===== config.mk =====
export PLATFORM = sky130hd
export DESIGN_NAME = ssd_scan_driver
export DESIGN_NICKNAME = d
export VERILOG_FILES = /design/src/rtl/ssd_scan_driver.sv
export SDC_FILE = /design/constraint.sdc
export NUM_CORES = 1
export LEC_CHECK = 0
export ABC_AREA = 1
export CAP_MARGIN = 25
export CORE_ASPECT_RATIO = 0.75
export CORE_MARGIN = 2
export CORE_UTILIZATION = 35
export DETAILED_ROUTE_END_ITERATION = 6
export SLEW_MARGIN = 10
export SYNTH_ARGS = -nofsm -noshare
export SYNTH_HDL_FRONTEND = slang
export SYNTH_SLANG_ARGS = --single-unit
export TNS_END_PERCENT = 50

===== constraint.sdc =====
create_clock -name clk -period 4.7 [get_ports clk]
set_input_delay 0.94 -clock clk [delete_from_list [all_inputs] [get_ports clk]]
set_output_delay 0.94 -clock clk [all_outputs]
set_load 0.005 [all_outputs]

===== src/rtl/ssd_scan_driver.sv =====
// rtl/ssd_scan_driver.sv - binary-to-BCD converter feeding a multiplexed seven-segment scan
module ssd_scan_driver #(
    parameter int NUM_DIGITS   = 4,
    parameter int BIN_WIDTH    = 13,
    parameter int REFRESH_BITS = 18
) (
    input  logic                  clk,
    input  logic                  rst,
    input  logic [BIN_WIDTH-1:0]  num,
    input  logic                  num_valid,
    input  logic                  signed_mode,
    input  logic                  blank_lz,
    output logic                  num_ready,
    output logic [NUM_DIGITS-1:0] Anode,
    output logic [6:0]            LED_out
);
    localparam int BCD_NIBS = (BIN_WIDTH + 2) / 3;
    localparam int BCD_W    = 4 * BCD_NIBS;
    localparam int EXT_NIBS = (BCD_NIBS > NUM_DIGITS) ? BCD_NIBS : NUM_DIGITS;
    localparam int EXT_W    = 4 * EXT_NIBS;
    localparam int CNT_W    = $clog2(BIN_WIDTH);
    localparam int IDX_W    = $clog2(NUM_DIGITS);

    localparam logic [6:0] GLYPH_E     = 7'b0110000;
    localparam logic [6:0] GLYPH_MINUS = 7'b1111110;
    localparam logic [6:0] GLYPH_BLANK = 7'b1111111;

    typedef enum logic [1:0] {S_IDLE, S_CONV, S_COMMIT} state_t;

    state_t                     state_q, state_d;
    logic [CNT_W-1:0]           cnt_q, cnt_d;
    logic [BIN_WIDTH-1:0]       mag_q, mag_d;
    logic [BCD_W-1:0]           bcd_q, bcd_d, bcd_adj;
    logic                       neg_pend_q, neg_pend_d, blank_pend_q, blank_pend_d;
    logic [NUM_DIGITS-1:0][3:0] disp_dig_q, disp_dig_d, commit_dig;
    logic                       disp_neg_q, disp_neg_d, disp_blank_q, disp_blank_d;
    logic                       disp_ovf_q, disp_ovf_d, commit_ovf;
    logic [REFRESH_BITS-1:0]    ref_q, ref_d;
    logic [IDX_W-1:0]           idx_q, idx_d;
    logic [NUM_DIGITS-1:0]      anode_q, anode_d;
    logic [6:0]                 led_q, led_d;
    logic [EXT_W-1:0]           bcd_ext;
    logic                       accept, accept_neg, conv_last, zero_run;
    logic [3:0]                 cur_dig;
    int                         lz_pos;

    function automatic logic [6:0] seg7(input logic [3:0] d);
        case (d)
            4'd0: seg7 = 7'b0000001;
            4'd1: seg7 = 7'b1001111;
            4'd2: seg7 = 7'b0010010;
            4'd3: seg7 = 7'b0000110;
            4'd4: seg7 = 7'b1001100;
            4'd5: seg7 = 7'b0100100;
            4'd6: seg7 = 7'b0100000;
            4'd7: seg7 = 7'b0001111;
            4'd8: seg7 = 7'b0000000;
            4'd9: seg7 = 7'b0000100;
            default: seg7 = GLYPH_BLANK;
        endcase
    endfunction

    always_ff @(posedge clk or negedge rst) begin
        if (!rst) state_q <= S_IDLE;
        else      state_q <= state_d;
    end

    always_comb begin
        state_d = state_q;
        case (state_q)
            S_IDLE:   if (num_valid) state_d = S_CONV;
            S_CONV:   if (conv_last) state_d = S_COMMIT;
            S_COMMIT: state_d = S_IDLE;
            default:  state_d = S_IDLE;
        endcase
    end

    always_comb begin
        num_ready = (state_q == S_IDLE);
    end

    assign accept     = num_valid & num_ready;
    assign accept_neg = signed_mode & num[BIN_WIDTH-1];
    assign conv_last  = (state_q == S_CONV) && (cnt_q == CNT_W'(BIN_WIDTH - 1));

    always_comb begin
        bcd_adj = bcd_q;
        for (int i = 0; i < BCD_NIBS; i++)
            if (bcd_q[4*i +: 4] >= 4'd5) bcd_adj[4*i +: 4] = bcd_q[4*i +: 4] + 4'd3;
    end

    always_comb begin
        cnt_d        = cnt_q;
        mag_d        = mag_q;
        bcd_d        = bcd_q;
        neg_pend_d   = neg_pend_q;
        blank_pend_d = blank_pend_q;
        if (accept) begin
            cnt_d        = '0;
            mag_d        = accept_neg ? (~num + BIN_WIDTH'(1)) : num;
            bcd_d        = '0;
            neg_pend_d   = accept_neg;
            blank_pend_d = blank_lz;
        end else if (state_q == S_CONV) begin
            cnt_d = cnt_q + CNT_W'(1);
            // The top BCD bit shifted out is always zero: the register is sized for the full range.
            bcd_d = BCD_W'({bcd_adj, mag_q[BIN_WIDTH-1]});
            mag_d = {mag_q[BIN_WIDTH-2:0], 1'b0};
        end
    end

    always_comb begin
        bcd_ext    = EXT_W'(bcd_q);
        commit_ovf = 1'b0;
        for (int i = 0; i < EXT_NIBS; i++)
            if (i >= (neg_pend_q ? NUM_DIGITS - 1 : NUM_DIGITS) && bcd_ext[4*i +: 4] != 4'd0)
                commit_ovf = 1'b1;
        for (int i = 0; i < NUM_DIGITS; i++) commit_dig[i] = bcd_ext[4*i +: 4];
    end

    always_comb begin
        disp_dig_d   = disp_dig_q;
        disp_neg_d   = disp_neg_q;
        disp_blank_d = disp_blank_q;
        disp_ovf_d   = disp_ovf_q;
        if (state_q == S_COMMIT) begin
            disp_dig_d   = commit_dig;
            disp_neg_d   = neg_pend_q;
            disp_blank_d = blank_pend_q;
            disp_ovf_d   = commit_ovf;
        end
    end

    always_comb begin
        ref_d = ref_q + REFRESH_BITS'(1);
        idx_d = idx_q;
        if (ref_q == '1) idx_d = (idx_q == IDX_W'(NUM_DIGITS - 1)) ? '0 : idx_q + IDX_W'(1);
        anode_d = ~(NUM_DIGITS'(1) << idx_d);
    end

    // lz_pos is the lowest digit position at and above which every digit is zero.
    always_comb begin
        lz_pos   = NUM_DIGITS;
        zero_run = 1'b1;
        for (int p = NUM_DIGITS - 1; p >= 1; p--) begin
            if (zero_run && disp_dig_q[p] == 4'd0) lz_pos = p;
            else                                   zero_run = 1'b0;
        end
        cur_dig = disp_dig_q[idx_d];
        if (disp_ovf_q)
            led_d = GLYPH_E;
        else if (disp_neg_q && int'(idx_d) == (disp_blank_q ? lz_pos : NUM_DIGITS - 1))
            led_d = GLYPH_MINUS;
        else if (disp_blank_q && int'(idx_d) >= lz_pos)
            led_d = GLYPH_BLANK;
        else
            led_d = seg7(cur_dig);
    end

    always_ff @(posedge clk or negedge rst) begin
        if (!rst) begin
            cnt_q        <= '0;
            mag_q        <= '0;
            bcd_q        <= '0;
            neg_pend_q   <= 1'b0;
            blank_pend_q <= 1'b1;
            disp_dig_q   <= '0;
            disp_neg_q   <= 1'b0;
            disp_blank_q <= 1'b1;
            disp_ovf_q   <= 1'b0;
            ref_q        <= '0;
            idx_q        <= '0;
            anode_q      <= {{(NUM_DIGITS-1){1'b1}}, 1'b0};
            led_q        <= 7'b0000001;
        end else begin
            cnt_q        <= cnt_d;
            mag_q        <= mag_d;
            bcd_q        <= bcd_d;
            neg_pend_q   <= neg_pend_d;
            blank_pend_q <= blank_pend_d;
            disp_dig_q   <= disp_dig_d;
            disp_neg_q   <= disp_neg_d;
            disp_blank_q <= disp_blank_d;
            disp_ovf_q   <= disp_ovf_d;
            ref_q        <= ref_d;
            idx_q        <= idx_d;
            anode_q      <= anode_d;
            led_q        <= led_d;
        end
    end

    assign Anode   = anode_q;
    assign LED_out = led_q;

endmodule


# --- Word-level counts from Yosys, hierarchy flattened ---
# Memories as Yosys holds them, arrays and structs flattened.
# Cells that the tools add are included.
totals:
  word_cells: 107
  mem_count: 1
  mem_bits_ro: 112
  reg_bits: 91
  output_inout_bits: 12
classes:
  n_lt_le_gt_ge: 12
  addsub: 9
  bitwise_logic: 4
  eq_ne: 8
  n_reduce_logical: 21
  n_shift: 1
  mux: 34
memory_table:
  columns: ["memory", "words", "width", "rd", "rd_ports_with_merged_regs", "wr", "line", "rtl"]
  rows:
  - ["(name not given)", 16, 7, 1, 0, 0, "48", "case (d)"]
op_table:
  columns: ["cell", "count"]
  rows:
  - ["2-to-1 mux 32 bit", 3]
  - ["greater-or-equal comparator 3 x 32 -> 1 bit, first input constant", 2]
  - ["2-to-1 mux 20 bit", 2]
  - ["2-to-1 mux 13 bit", 3]
  - ["equality test 3 x 32 -> 1 bit", 1]
  - ["greater-or-equal comparator 1 x 32 -> 1 bit, first input constant", 1]
  - ["greater-or-equal comparator 2 x 32 -> 1 bit, first input constant", 1]
  - ["greater-or-equal comparator 3 x 32 -> 1 bit", 1]
  - ["2-to-1 mux 4 bit", 7]
  - ["2-to-1 mux 7 bit", 3]
  - ["greater-or-equal comparator 4 x 3 -> 1 bit, second input constant", 5]
  - ["nonzero test 4 bit", 5]
  - ["adder 18 x 1 -> 18 bit, second input constant", 1]
  - ["equality test 18 bit, second input constant", 1]
  - ["adder 4 x 2 -> 4 bit, second input constant", 4]
  - ["adder 13 x 1 -> 13 bit, second input constant", 1]
  - ["NOT 13 bit", 1]
  - ["zero test 4 bit", 3]
  - ["logical AND 1 bit", 10]
  - ["2-to-1 mux 3 bit", 3]
  - ["binary-select mux 4 bit (select 2 bit)", 1]
  - ["2-to-1 mux 2 bit", 4]
  - ["2-to-1 mux 1 bit", 7]
  - ["adder 4 x 1 -> 4 bit, second input constant", 1]
  - ["15 further kinds", 18]

# --- Depth between registers and ports, before layout ---
# Gate-level depths: netlist (run 1).
depth:
  depth_word: 11
  ltp_mapped: 19
  ltp_nobuf: 19

# --- Least setup slack after synthesis (run 1) ---
# No wires, ideal clock.
synth_timing:
  path_kind: "register to register"
  startpoint: "register ref_q[0]"
  endpoint: "register led_q[3], in the netlist LED_out[3]"
  period_less_slack_ps: 2335
  path_slack_ps: 2365
  path_stages_with_launch: 20
  arrival_time_ps: 2211
  t_required_ps: 4576
  path_cell_list: "dfrtp_1 > ha_1 > nand2_1 > nor2_2 > nand2_4 > nor2_8 > nand3_4 > nand2_2 > nand2_1 > nand2_1 > nand2_1 > nand2_1 > inv_1 > ha_1 > inv_1 > nand3_1 > nand2_1 > nor2_2 > nor2_1 > nor2_1"
synth_between:
  elab_chain_cells: 8
  word_cells_on_any_way: 12
synth_rtl:
  columns: ["element", "line", "rtl"]
  rows:
  - ["from (decl)", "38", "logic [REFRESH_BITS-1:0] ref_q, ref_d;"]
  - ["from (signal assigned)", "185", "ref_q <= ref_d;"]
  - ["equality test 18 bit (*)", "137", "if (ref_q == '1) idx_d = (idx_q == IDX_W'(NUM_DIGITS - 1)) ? '0 : idx_q + IDX_W'(1);"]
  - ["2-to-1 mux 2 bit (*)", "137", null]
  - ["branches (longest 4 deep; another with greater-or-equal comparator 3 x 32 -> 1 bit)", null, null]
  - ["2-to-1 mux 7 bit (*)", "152", "else if (disp_neg_q && int'(idx_d) == (disp_blank_q ? lz_pos : NUM_DIGITS - 1))"]
  - ["2-to-1 mux 7 bit (*)", "150", "if (disp_ovf_q)"]
  - ["named net led_d[3]", "41", "logic [6:0] led_q, led_d;"]
  - ["to (signal assigned)", "188", "led_q <= led_d;"]
  - ["to (decl)", "41", null]
# Mark *: on every way through the listed nets, which the timed path passes. The select of a mux whose other input is x is not followed.
# A chain may end at the register's enable or synchronous reset.

# --- Final worst setup path (run 1) ---
layout_timing:
  startpoint: "input port num_valid"
  endpoint: "register mag_q[4]"
layout_between:
  elab_chain_cells: 2
  word_cells_on_any_way: 3
layout_rtl:
  columns: ["element", "line", "rtl"]
  rows:
  - ["from (decl)", "10", "input logic num_valid,"]
  - ["bitwise AND 1 bit (*)", "82", "assign accept = num_valid & num_ready;"]
  - ["2-to-1 mux 13 bit or nonzero test 2 bit (tied branches)", null, null]
  - ["to (signal assigned)", "177", "mag_q <= mag_d;"]
  - ["to (decl)", "32", "logic [BIN_WIDTH-1:0] mag_q, mag_d;"]
# Every way passes the cells marked *; elsewhere a longest branch is shown, timed or not.

==> impl_metrics.ini, run 1 <==
[critical_path]
crit_path_max_fanout = 26
crit_path_max_incr_delay_ns = 0.58
timing.critical_path.slowest_stage_cell = inv_1
worstPathRequired_ns = 4.96
startpoint_class = input pin
critPathArrivalTime_ns = 3.23
rrSetupSlack_ns = 1.97
path_cells = clkdlybuf4s50_1, nand2_1, inv_1, nor2_1, buf_4, inv_1, o211ai_1, o21ai_0
crit_path_kind = input pin to register
end_kind = register
cpMostUsedCell = inv_1

[logic_synthesis]
ys_seq_area_share_pct = 45.6
synthDominantCellAreaShare_pct = 42.4
yosysWarnings = 0
synthDistinctLibCells = 34
syn-mean-instance-area_um2 = 8.40
synth.net_count = 639
synth_cells = 597
ys_seq_elements = 91
mappedNetlistArea_mm2 = 0.00501
post_synth_main_area_contributors = dfrtp_1, nand2_1, o21ai_0
synth_top_area_cell = dfrtp_1

[clock_network]
clk_latency_ns = 0.35
cts_resized = 0
maximum_number_of_buffers_from_clock_root_to_sink = 2
h-tree-depth = 3
clkTransAtPathRegs_ns = 0.07
cts_tree = yes
cts_num_sinks = 91
tritoncts.num_buffers = 9
holdBufCountCts = 0
clk_root_buffer_cell = clkbuf_16
post-cts-setup-buffers = 0

[timing]
final_period_minus_worst_setup_slack_ns = 2.97
layout_worst_path_cycle_share_pct = 63.2
drv_slew = 0
finalHoldWorstSlack_ns = 0.454
setup_slack_ns = 1.73
tightestPinTransition_ns = 0.828
rsz_0062_raised_after_global_routing = no
fin_skew_ns = 0.00856
final-hold-violation-count = 0
fmaxAchievable_mhz = 336
final-setup-viol-count = 0
timing.slew.headroom_pct = 44.8
setup_total_negative_slack_ns = 0

[power]
totalPowerFinal_mw = 3.31
pwr_density_cell_mw_per_mm2 = 566
worst_supply_voltage_drop_on_vdd_v = 0.000258
p_leak_nw = 2.91

[run_status]
run_status = complete, no violations

[place]
pre_cts_ws_ns = 1.31
placement.cell_area_mm2 = 0.00550
port_buffers = 29
detailed_place_hpwl_mm = 7.40
post-place-cells = 793
finalWeightedCongestion = 0.856

[global_routing]
grt_overflow = 0
antenna_violations_before_repair = 0
global_route_wire_length_before_repair_mm = 18.2
grt_max_degree = 66
global_route.usage.total_pct = 14.7
via_count_of_the_first_global_routing_pass = 3944

[drt]
drtPass1Iterations = 5
remaining_drc_errors = 0
number_of_drc_violations_after_detailed_routing_iteration_0 = 233
drt-vias-per-instance = 4.76
detail-route-antenna-nets = 0
wl_per_cell_um = 12.4
total_detailed_routing_wirelength_mm = 10.0
dr_total_vias = 3856

[cells_and_area]
area_delta_synth_final_pct = 16.7
final_common_cell = nand2_1
final_layout_size_suffix_gt1_share_pct = 11.0
finalNetCount = 672
stdcell_area_mm2 = 0.00585
final_core_occ_pct = 42.3
top_library_cells_by_usage_in_the_layout_fill_and_taps_aside = nand2_1, dfrtp_1, inv_1
final_cell_count_no_fill = 810
antenna-diode-count = 0

[die]
chip_width_um = 142
io_pins = 30
initial_utilization_pct = 36.2
die_y_um = 108
coreArea_mm2 = 0.0138
fp.dieArea_mm2 = 0.0153
rows = 37

[hold_path]
hold_path.class = register to register

[run]
max_cap_viol_count = 0
[power breakdown]
part | total [mW] | leakage (nW) | switching, mW | internal (mW)
combinational | 1.29 | 1.61 | 0.780 | 0.508
sequential | 1.22 | 1.14 | 0.172 | 1.05
clock | 0.806 | 0.165 | 0.319 | 0.487
[kinds of logic (layout without fill, tap and decap cells)]
logic type	count (synthesis)	in the layout	share of synthesized area [%]
xor+xnor	26	26	4.54
simple gates	258	258	25.0
compound gates	96	96	10.9
mux	2	2	0.449
fa+ha+maj	24	24	5.99
flops	91	91	45.6
buf+inv	100	138	7.54
[cell type report]
type / instances / area, um^2
timing repair buffer: 33 / 325
inverter: 89 / 337
clock buffer: 10 / 239
tap: 175 / 219
sequential: 91 / 2280
clock inverter: 6 / 97.6
fill: 1361 / 7990
multi-input combinational: 406 / 2350
[layer usage]
layer / vias up / wire length (um) / part of all wire (%) / track usage [%]
li1: 1976 / - / - / -
met1: 1795 / 5190 / 52 / 20.8
met2: 69 / 4300 / 43 / 22.6
met3: 16 / 420 / 4.2 / 3.74
met4: 0 / 129 / 1.3 / 4.07
met5: - / 0 / 0 / 0
[cells in the mapped netlist]
cell      count
inv_2         3
a41oi_1       1
a21boi_0      1
dfrtp_1      85
or2_1         1
ha_1         24
nand3_1      36
nor2_8        1
nor3_1        4
nor2_4        3
nand2_1     117
o21ai_0      63
nand2_4      12
dfstp_2       6
nand3b_1      1
xor2_1       16
a22oi_1       4
nor2_1       57
o221ai_1      1
a21o_1        1
a21oi_1       8
inv_1        84
nand2_2      11
clkbuf_1     11
o21a_1        1
mux2_2        2
xnor2_1      10
o32ai_1       7
o22ai_1       6
nand4_1       6
nor2_2        6
nand3_4       3
clkinv_2      2
o211ai_1      3
[worst paths after layout]
| kind | to | from | cells after the start |
|---|---|---|---|
| max in group asynchronous | bcd_ext[0]$_DFFE_PN0P_ | rst | 2 |
| worst min register to register | ref_q[0]$_DFF_PN0_ | ref_q[0]$_DFF_PN0_ | 1 |
| worst max register to register | LED_out[3]$_DFF_PN0_ | ref_q[0]$_DFF_PN0_ | 19 |
| worst min-delay path | ref_q[0]$_DFF_PN0_ | ref_q[0]$_DFF_PN0_ | 1 |
| worst max-delay path | mag_q[4]$_DFFE_PN0P_ | num_valid | 8 |
| min in group asynchronous | ref_q[6]$_DFF_PN0_ | rst | 1 |
[flip-flops by register name (all words and copies together), names as in the netlist, 2 cells and up]
register,cells
LED_out,7
idx_q,2
bcd_ext,20
state_q,2
Anode,4
mag_q,13
ref_q,18
cnt_q,4
disp_dig_q,16
[critical path: cells and delay by family]
kind	cells	cell delay [ns]
AOI/OAI and AO/OA	2	0.29
buffers and inverters	4	1.55
and+or+nand+nor	2	0.42
No activity file was read; power rests on OpenSTA's default activity.
==> run 2: changes to the inputs <==
==> constraint.sdc (replaced) <==
create_clock -name clk -period 3.1 [get_ports clk]
set_input_delay 0.62 -clock clk [delete_from_list [all_inputs] [get_ports clk]]
set_output_delay 0.62 -clock clk [all_outputs]
set_load 0.005 [all_outputs]
==> impl_metrics.ini, run 2 (synthesis results as in run 1) <==
[clock_network]
cts_tree = yes
clk_latency_ns = 0.34
clkTransAtPathRegs_ns = 0.07
holdBufCountCts = 0
clk_root_buffer_cell = clkbuf_16
tritoncts.num_buffers = 9
cts_resized = 0
cts_num_sinks = 91
post-cts-setup-buffers = 0
h-tree-depth = 3
maximum_number_of_buffers_from_clock_root_to_sink = 2

[drt]
dr_total_vias = 3891
number_of_drc_violations_after_detailed_routing_iteration_0 = 281
wl_per_cell_um = 12.3
drt-vias-per-instance = 4.79
remaining_drc_errors = 0
detail-route-antenna-nets = 0
drtPass1Iterations = 5
total_detailed_routing_wirelength_mm = 10.0

[critical_path]
worstPathRequired_ns = 3.32
cpMostUsedCell = nand2_1
path_cells = ha_1, nand2_1, nor2_2, nand2_4, nor2_8, nand3_4, nand2_2, nand2_1, nand2_1, nand2_1, nand2_1, inv_1, ha_1, inv_1, nand3_1, nand2_1, nor2_2, nor2_1, nor2_1
cpLargestDelayFamily = simple AND/OR/NAND/NOR gates
crit_path_kind = register to register
crit_path_max_fanout = 7
end_kind = register
timing.critical_path.slowest_stage_cell = dfrtp_1
startpoint_class = register
critPathArrivalTime_ns = 2.86
critical_path_buf_inv_count = 2
crit_path_max_incr_delay_ns = 0.37

[cells_and_area]
stdcell_area_mm2 = 0.00587
largest_register_ffs = 20
top_library_cells_by_usage_in_the_layout_fill_and_taps_aside = nand2_1, dfrtp_1, inv_1
final_layout_size_suffix_gt1_share_pct = 11.4
final_common_cell = nand2_1
finalNetCount = 675
antenna-diode-count = 0
area_delta_synth_final_pct = 17.1
num-fill-cells = 1369

[timing]
drv_slew = 0
tightestPinTransition_ns = 0.814
final_period_minus_worst_setup_slack_ns = 2.64
fin_skew_ns = 0.00650
final-setup-viol-count = 0
timing.slew.headroom_pct = 45.5
fmaxAchievable_mhz = 379
setup_total_negative_slack_ns = 0
final-hold-violation-count = 0
layout_worst_path_cycle_share_pct = 85.0
rsz_0062_raised_after_global_routing = no

[die]
rows = 37
io_pins = 30
chip_width_um = 142
die_y_um = 108
coreArea_mm2 = 0.0138
fp.dieArea_mm2 = 0.0153
initial_utilization_pct = 36.2

[global_routing]
global_route_wire_length_before_repair_mm = 17.6
antenna_violations_before_repair = 0
grt_overflow = 0
global_route.usage.total_pct = 14.1
grt_max_degree = 50
via_count_of_the_first_global_routing_pass = 3840

[place]
port_buffers = 29
placement.cell_area_mm2 = 0.00554
finalWeightedCongestion = 0.875
detailed_place_hpwl_mm = 7.42

[hold_path]
hold_path.class = input pin to asynchronous set/reset pin

[run]
max_cap_viol_count = 0

[power]
worst_supply_voltage_drop_on_vdd_v = 0.000400
pwr_density_cell_mw_per_mm2 = 841
totalPowerFinal_mw = 4.94
p_leak_nw = 2.92

[run_status]
run_status = complete, no violations
==> run 2: cell count changes in the layout (fill, tap and decap cells not counted) <==
cell and change:
clkbuf_16 +1, buf_12 +1, inv_8 -1, bufinv_16 -1
buf_4 +2, buf_8 -1, clkinvlp_4 +1, inv_6 +1
==> run 2: cell type report <==
| cell class | instances | area [um^2] | share of cell area [%] |
|---|---|---|---|
| Inverter | 89 | 337 | 5.73 |
| Tap cell | 175 | 219 | 3.73 |
| Clock buffer | 10 | 239 | 4.07 |
| Sequential cell | 91 | 2280 | 38.9 |
| Clock inverter | 6 | 72.6 | 1.24 |
| Timing Repair Buffer | 36 | 370 | 6.31 |
| Multi-Input combinational cell | 406 | 2350 | 40.0 |
==> run 2: worst paths after layout <==
kind | startpoint | end | slack, ns | cells after the start
min reg2reg | ref_q[0]$_DFF_PN0_ | ref_q[0]$_DFF_PN0_ | 0.45 | 1
min in group clk | ref_q[0]$_DFF_PN0_ | ref_q[0]$_DFF_PN0_ | 0.45 | 1
max | ref_q[0]$_DFF_PN0_ | LED_out[3]$_DFF_PN0_ | 0.46 | 19
max reg2reg | ref_q[0]$_DFF_PN0_ | LED_out[3]$_DFF_PN0_ | 0.46 | 19
min | rst | ref_q[6]$_DFF_PN0_ | 0.30 | 1
max in group asynchronous | rst | blank_pend_q$_DFFE_PN1P_ | 2.14 | 2
==> run 2: through the flow <==
| stage | utilization [%] | cells | worst slack, ns | hold WS, ns |
|---|---|---|---|---|
| after floorplan | - | 597 | 0.765 | 0.324 |
| after global placement | 40.0 | 796 | 0.628 | 0.434 |
| after detailed placement | 40.0 | 796 | 0.475 | 0.444 |
| after CTS | 42.2 | 812 | 0.441 | 0.325 |
| after global routing | 42.4 | 813 | 0.212 | 0.355 |
| final | 42.4 | 813 | 0.464 | 0.305 |
==> run 2: report_power, final <==
group	switching (mW)	total, mW	leakage (nW)	internal [mW]
clock network	0.478	1.13	0.149	0.654
registers	0.256	1.84	1.14	1.59
logic	1.18	1.96	1.63	0.785
==> run 2: worst reg2reg max path, delay by kind of cell (launching register included) <==
family	cells	cell delay, ns
adders and majority gates	2	0.52
DFF	1	0.37
and+or+nand+nor	15	1.46
buffers and inverters	2	0.17
==> run 2: routing by layer <==
metal	vias to the layer above	global-route usage [%]	share of wire [%]	wire (um)
met1	1838	19.4	51	5130
met5	-	0	0	0
met2	58	22.7	45	4490
met4	0	3.00	0.74	74
li1	1984	-	-	-
met3	11	3.56	3.4	340
